<file path="src/rtl/key_debounce.sv">
// Push-button front end: two-flop synchroniser plus a 4-state debounce FSM that
// produces registered press/release/long-press pulses and a debounced level.
module key_debounce #(
    parameter logic [19:0] CNT_MAX  = 20'd999_999,
    parameter logic [25:0] LONG_MAX = 26'd49_999_999
) (
    input  logic sys_clk,
    input  logic sys_rst_n,
    input  logic key_in,
    output logic key_press,
    output logic key_release,
    output logic key_long,
    output logic key_level
);

    typedef enum logic [1:0] {
        IDLE,
        PRESS_FILT,
        HELD,
        RELEASE_FILT
    } state_t;

    state_t      state;
    logic        s1;
    logic        s2;
    logic        key_sync;
    logic [19:0] cnt;
    logic [25:0] long_cnt;
    logic        long_done;

    // Sync flops reset to 1 so an idle (high) pin never looks like a press.
    always_ff @(posedge sys_clk or negedge sys_rst_n) begin
        if (!sys_rst_n) begin
            s1 <= 1'b1;
            s2 <= 1'b1;
        end else begin
            s1 <= key_in;
            s2 <= s1;
        end
    end

    assign key_sync = s2;

    always_ff @(posedge sys_clk or negedge sys_rst_n) begin
        if (!sys_rst_n) begin
            state       <= IDLE;
            cnt         <= '0;
            long_cnt    <= '0;
            long_done   <= 1'b0;
            key_press   <= 1'b0;
            key_release <= 1'b0;
            key_long    <= 1'b0;
            key_level   <= 1'b0;
        end else begin
            // NOTE: pulses default low here and are overridden below; with
            // non-blocking assignments the last write in the block wins.
            key_press   <= 1'b0;
            key_release <= 1'b0;
            key_long    <= 1'b0;
            case (state)
                IDLE: begin
                    if (!key_sync) begin
                        state <= PRESS_FILT;
                        cnt   <= '0;
                    end
                end
                PRESS_FILT: begin
                    if (key_sync) begin
                        state <= IDLE;
                        cnt   <= '0;
                    end else if (cnt == CNT_MAX) begin
                        state     <= HELD;
                        key_press <= 1'b1;
                        key_level <= 1'b1;
                        cnt       <= '0;
                        long_cnt  <= '0;
                        long_done <= 1'b0;
                    end else begin
                        cnt <= cnt + 20'd1;
                    end
                end
                HELD: begin
                    if (key_sync) begin
                        state <= RELEASE_FILT;
                        cnt   <= '0;
                    end else if (!long_done) begin
                        if (long_cnt == LONG_MAX) begin
                            key_long  <= 1'b1;
                            long_done <= 1'b1;
                        end else begin
                            long_cnt <= long_cnt + 26'd1;
                        end
                    end
                end
                RELEASE_FILT: begin
                    // long_cnt/long_done hold here so a glitch only pauses the long timer.
                    if (!key_sync) begin
                        state <= HELD;
                        cnt   <= '0;
                    end else if (cnt == CNT_MAX) begin
                        state       <= IDLE;
                        key_release <= 1'b1;
                        key_level   <= 1'b0;
                        cnt         <= '0;
                    end else begin
                        cnt <= cnt + 20'd1;
                    end
                end
                default: begin
                    state <= IDLE;
                    cnt   <= '0;
                end
            endcase
        end
    end

endmodule
</file>
<file path="config.mk">
export PLATFORM = sky130hd
export DESIGN_NAME = key_debounce
export DESIGN_NICKNAME = d
export VERILOG_FILES = /design/src/rtl/key_debounce.sv
export SDC_FILE = /design/constraint.sdc
export NUM_CORES = 1
export LEC_CHECK = 0
export ABC_AREA = 0
export CAP_MARGIN = 0
export CORE_MARGIN = 2
export CORE_UTILIZATION = 64
export CTS_BUF_LIST = sky130_fd_sc_hd__clkbuf_4
export DETAILED_ROUTE_END_ITERATION = 8
export HOLD_SLACK_MARGIN = 0.08
export PLACE_DENSITY = 0.89
export SETUP_SLACK_MARGIN = 0.2
export SLEW_MARGIN = 20
export SYNTH_ARGS = -nofsm -noshare
export SYNTH_HDL_FRONTEND = slang
export SYNTH_SLANG_ARGS = --single-unit
export TNS_END_PERCENT = 50
</file>
<file path="constraint.sdc">
create_clock -name sys_clk -period 2.7 [get_ports sys_clk]
set_input_delay 0.405 -clock sys_clk [delete_from_list [all_inputs] [get_ports sys_clk]]
set_output_delay 0.405 -clock sys_clk [all_outputs]
set_load 0.01 [all_outputs]
</file>
* Word-level counts from Yosys, hierarchy flattened *
Index checks and enable logic that the tools add are counted.

word-level totals
  output and inout port bits = 4
  logic and storage cells = 73
  bits of input ports = 3
  register bits = 55

cells by class
  reduce and logical (&&, ||, !) cells = 8
  add/subtract/negate cells = 2
  equality and inequality tests = 16
  muxes and demuxes = 37

operators with widths
  kind                                                             number
  26-bit 2-to-1 mux                                                5
  20-bit 2-to-1 mux                                                5
  20-bit one-hot mux with 4 select lines                           1
  26-bit one-hot mux with 2 select lines                           1
  26-bit by 1-bit adder with 26-bit output, second input constant  1
  26-bit == test, second input constant                            1
  20-bit by 1-bit adder with 20-bit output, second input constant  1
  20-bit == test, second input constant                            1
  2-bit != test, second input constant                             9
  1-bit 2-to-1 mux                                                 16
  2-bit 2-to-1 mux                                                 6
  2-bit one-hot mux with 4 select lines                            1
  4-bit AND reduction                                              2
  3-bit != test, second input constant                             2
  6-bit AND reduction                                              1
  5-bit AND reduction                                              1
  2-bit == test, second input constant                             2
  1-bit one-hot mux with 2 select lines                            2
  2-bit nonzero test                                               2
  2-bit by 1-bit == test with 1-bit output, second input constant  1
  2-bit zero test                                                  1
  2-bit AND reduction                                              1

* Depth between registers and ports, before layout *
  depth after elaboration = 5
  depth in mapped cells = 8
  mapped depth without buffers = 6

* Worst setup path after synthesis *
Ideal clock, no wire load.

  path kind = reg2reg
  start point = reg long_cnt[18]
  end point = reg long_cnt[24]
  clock period less this slack = 2098 ps
  data arrival time = 1958 ps
  buffers on the path = 1
  setup time = 140 ps
  path slack = 602 ps
  stages on the path, launching flop included = 7
  data required time = 2560 ps
  path through = dfrtp_1 -> or4_1 -> or4b_4 -> o21ai_2 -> clkbuf_1 -> or4_1 -> a21oi_1

between the ends
  cells in the longest elaborated chain, start to end = 5
  elaborated cells between the ends (all ways) = 8
  classes of those cells = add/sub (1); eq/ne (2); mux (4); reduce/logical (1)

RTL lines
  what                                      line  source
  start, declared                           28    logic [25:0] long_cnt;
  start signal, assigned                    91    long_cnt <= long_cnt + 26'd1;
  26-bit by 1-bit adder with 26-bit output  91
  26-bit 2-to-1 mux                         87    if (long_cnt == LONG_MAX) begin
  26-bit 2-to-1 mux                         86    end else if (!long_done) begin
  26-bit 2-to-1 mux                         83    if (key_sync) begin
  26-bit one-hot mux with 2 select lines    60    case (state)

Several ways; a longest one is shown, not always the timed one. The select of a mux whose other input is x is not followed.
A chain may end at the register's enable or synchronous reset.

* Final worst setup path *
  start point = reg long_cnt[18]
  end point = reg long_cnt[10]

between the ends
  cells in the longest elaborated chain, start to end = 3

RTL lines
  what                           line
  26-bit == test                 87
  2-bit != test (no line)        -
  6-bit AND reduction (no line)  -

Every way passes these cells.

==> flow_summary_export.csv <==
group,metric,value,unit
setup_path,crit_type,"reg -> reg",
synthesis,synth_nets,321,
placed_design,io_buffers,6,
power,power,1.436,mW
die,die_h,72.93,um
global_routing,grt_pass1_vias,2297,
global_routing,grt_use_total,25.99,%
layout,final_layout_size_suffix_gt1_share,15.26,%
drt,viasPerCell,6.693,
synthesis,synth_cell_types,57,
clock_tree,h-tree-depth,2,
die,core_area,0.004661,mm^2
placed_design,pre_cts_slack,0.4336,ns
global_routing,grt_max_degree,34,
sta,final_max_slew_viol_count,0,
setup_path,cp.required,2.95,ns
setup_path,crit_slowest_cell,"or4_1",
setup_path,end_kind,"register",
clock_tree,cts-root-buf,"clkbuf_4",
layout,final_cells,375,
synthesis,syn_avg_cell_area,9.622,um^2
placed_design,place.gp.congestion,0.8831,
run_status,status,"finished, final reports clean",
flow_run,maxCapViolCount,0,
setup_path,crit_chain,"or4_1, or4b_4, o21ai_2, buf_4, or4_2, a21oi_2",
layout,fin_nets,325,
setup_path,rr_endpoint,"long_cnt[10]",
setup_path,critPathMaxStageDelay,0.56,ns
drt,drc_errors,0,
sta,totalNegativeSetupSlack,0,ns
synthesis,netlist.area_leader.share,43.62,%
hold_path,holdCritPathClass,"in -> async",
power,power_leakage,1.278,nW
die,start_util,65.23,%
drt,drtIter0Drc,330,
sta,slew_headroom,49.33,%
layout,multiInputGateArea,0.001514,mm^2
synthesis,synth-seq-cells,55,
layout,fill_cells,343,
drt,wl,6335,um
clock_tree,clk_pin_slew,0.16,ns
setup_path,critPathArrivalTime,2.53,ns
sta,max_freq,0.4379,GHz
synthesis,synthArstFlopShare,100.0,%
synthesis,yosysWarnings,0,
placed_design,place_area,0.003079,mm^2
placed_design,place_hpwl,4335,um
global_routing,antenna_found_initial,0,
synthesis,synth-edff-count,0,
die,rows,25,
power,powerDensity,457.7,mW/mm^2
setup_path,reg2regPathDepth,6,
sta,grt_setup_unrepaired,"no",
synthesis,synth_top_area_cell,"dfrtp_1",
sta,holdWs,0.07758,ns
clock_tree,cts_setup_buffers,0,
clock_tree,hold_buffers,0,
clock_tree,clock_latency,0.37,ns
clock_tree,cts.sinks,55,
synthesis,yosys_most_used_dff,"dfrtp_1",
die,dieWidth,72.93,um
global_routing,grt_overflow_total,0,
sta,clock_skew,0.02209,ns
layout,final_area,0.003137,mm^2
sta,min_period,2.284,ns
sta,final.period_utilization,84.58,%
sta,setup_viol,0,
layout,register_area,0.001379,mm^2
synthesis,syn_inst,316,
layout,diodes,0,
setup_path,r2r_start,"long_cnt[18]",
clock_tree,ctsResizeCount,0,
die,die_area,0.005318,mm^2
synthesis,yosys-top-cells-area,"dfrtp_1 44%, nand3_1 5.3%, nand2_1 4.0%",
setup_path,critPathLaunchType,"register",
clock_tree,cts_tree,"built",
placed_design,dp.cells,367,
global_routing,grt_pass1_wl,10830,um
setup_path,path_max_fanout,25,
drt,antenna_left,0,
layout,finalCoreUtilization,67.30,%
die,io_pins,7,
sta,fin_ws,0.4164,ns
layout,area_delta_synth_final,3.169,%
sta,hold_viol,0,
sta,worstMarginPinSlew,0.7601,ns
drt,dr.pass1.iters,5,
synthesis,synth_seq_area_share,45.35,%
drt,vias,2510,
synthesis,syn-cell-area,0.003040,mm^2
clock_tree,clockBufferDepth,2,
setup_path,regToRegSetupSlack,0.42,ns
clock_tree,cts_buffers,5,
power,peakVddDrop,0.3609,mV
drt,wl_per_cell,16.89,um
==> per-layer routing <==
metal / vias to the layer above / GRT usage [%] / share of wire (%)
li1: 1204 / - / -
met1: 1227 / 39.23 / 46
met2: 72 / 39.80 / 48
met3: 7 / 3.453 / 4.4
met4: 0 / 6.996 / 1.0
met5: - / 0 / 0
==> power by group <==
part	leakage (nW)	internal (mW)	switching, mW	total, mW
Combinational	0.484	0.0553	0.120	0.175
Clock	0.0361	0.122	0.244	0.367
Sequential	0.758	0.850	0.0443	0.894
Total	1.28	1.03	0.409	1.44
==> logic make-up (layout without fill, tap and decap cells) <==
| logic type | count (synthesis) | in the layout | synth area share [%] |
|---|---|---|---|
| AND/OR/NAND/NOR | 146 | 146 | 27.74 |
| AO/OA/AOI/OAI | 85 | 85 | 19.18 |
| flip-flops | 55 | 55 | 45.35 |
| buffers and inverters | 21 | 26 | 4.856 |
| XOR/XNOR | 6 | 6 | 1.728 |
| adder cells (fa/ha/maj) | 2 | 2 | 0.8229 |
| multiplexers | 1 | 1 | 0.3292 |
==> state kept, by name, summed over array words and instances (netlist names), named ones only <==
signal       flops
long_cnt        26
cnt             20
key_level        1
key_long         1
key_press        1
key_release      1
key_sync         1
long_done        1
s1               1
state            1
==> critical path: cells and delay by family, from the launching register on <==
| family | cells | cell delay, ns |
|---|---|---|
| AOI/OAI and AO/OA | 2 | 0.19 |
| buffers and inverters | 1 | 0.28 |
| DFF | 1 | 0.44 |
| and+or+nand+nor | 3 | 1.25 |
==> synthesized netlist by cell type, types with 3 or more instances <==
master / number
dfrtp_1: 53
nand2_1: 32
nand3_1: 32
nor2_1: 16
a21oi_1: 15
o21ai_0: 14
a31oi_1: 11
or4_1: 10
nand4_1: 8
o21ai_2: 8
o31ai_1: 8
a21oi_2: 7
clkbuf_1: 7
inv_1: 7
and3_1: 6
nor3_1: 5
o211ai_1: 5
or3_2: 5
a21o_1: 4
nand2b_1: 4
or3_1: 4
xor2_1: 4
a41oi_1: 3
buf_6: 3
clkbuf_8: 3
nor4_1: 3
or4_2: 3
==> layout by cell type, fill, tap and decap left out, types with 3 or more instances in the layout <==
master	n
clkdlybuf4s50_1	5
nor3_1	5
a41oi_1	3
nand2b_1	4
nand3_1	32
o21ai_2	8
and3_1	6
nand4_1	8
o31ai_1	8
inv_1	7
dfrtp_1	53
or4_1	10
or3_2	5
nor2_1	16
a21o_1	4
nand2_1	32
clkbuf_4	7
o21ai_0	14
or3_1	4
or4_2	3
a31oi_1	11
nor4_1	3
a21oi_2	7
o211ai_1	5
xor2_1	4
buf_4	5
a21oi_1	15
==> worst max-delay path by stage <==
stage | from | end | slack (ns) | cells past startpoint
floorplan | long_cnt[18] | long_cnt[24] | 0.60 | 6
global placement | state[0] | long_cnt[23] | 0.50 | 5
detailed placement | state[0] | long_cnt[23] | 0.43 | 5
CTS | state[0] | long_cnt[23] | 0.41 | 5
global route | state[0] | long_cnt[23] | 0.24 | 5
finish | long_cnt[18] | long_cnt[10] | 0.42 | 6
==> final cells by class <==
type | count | share of cell area (%)
inverters | 7 | 0.8377
clock buffers | 7 | 1.675
repair buffers | 11 | 2.952
multi-input cells | 240 | 48.26
well taps | 54 | 2.154
flip-flops and latches | 55 | 43.96
clock inverters | 1 | 0.1596
Note: power is estimated with default switching activity, not from simulation.
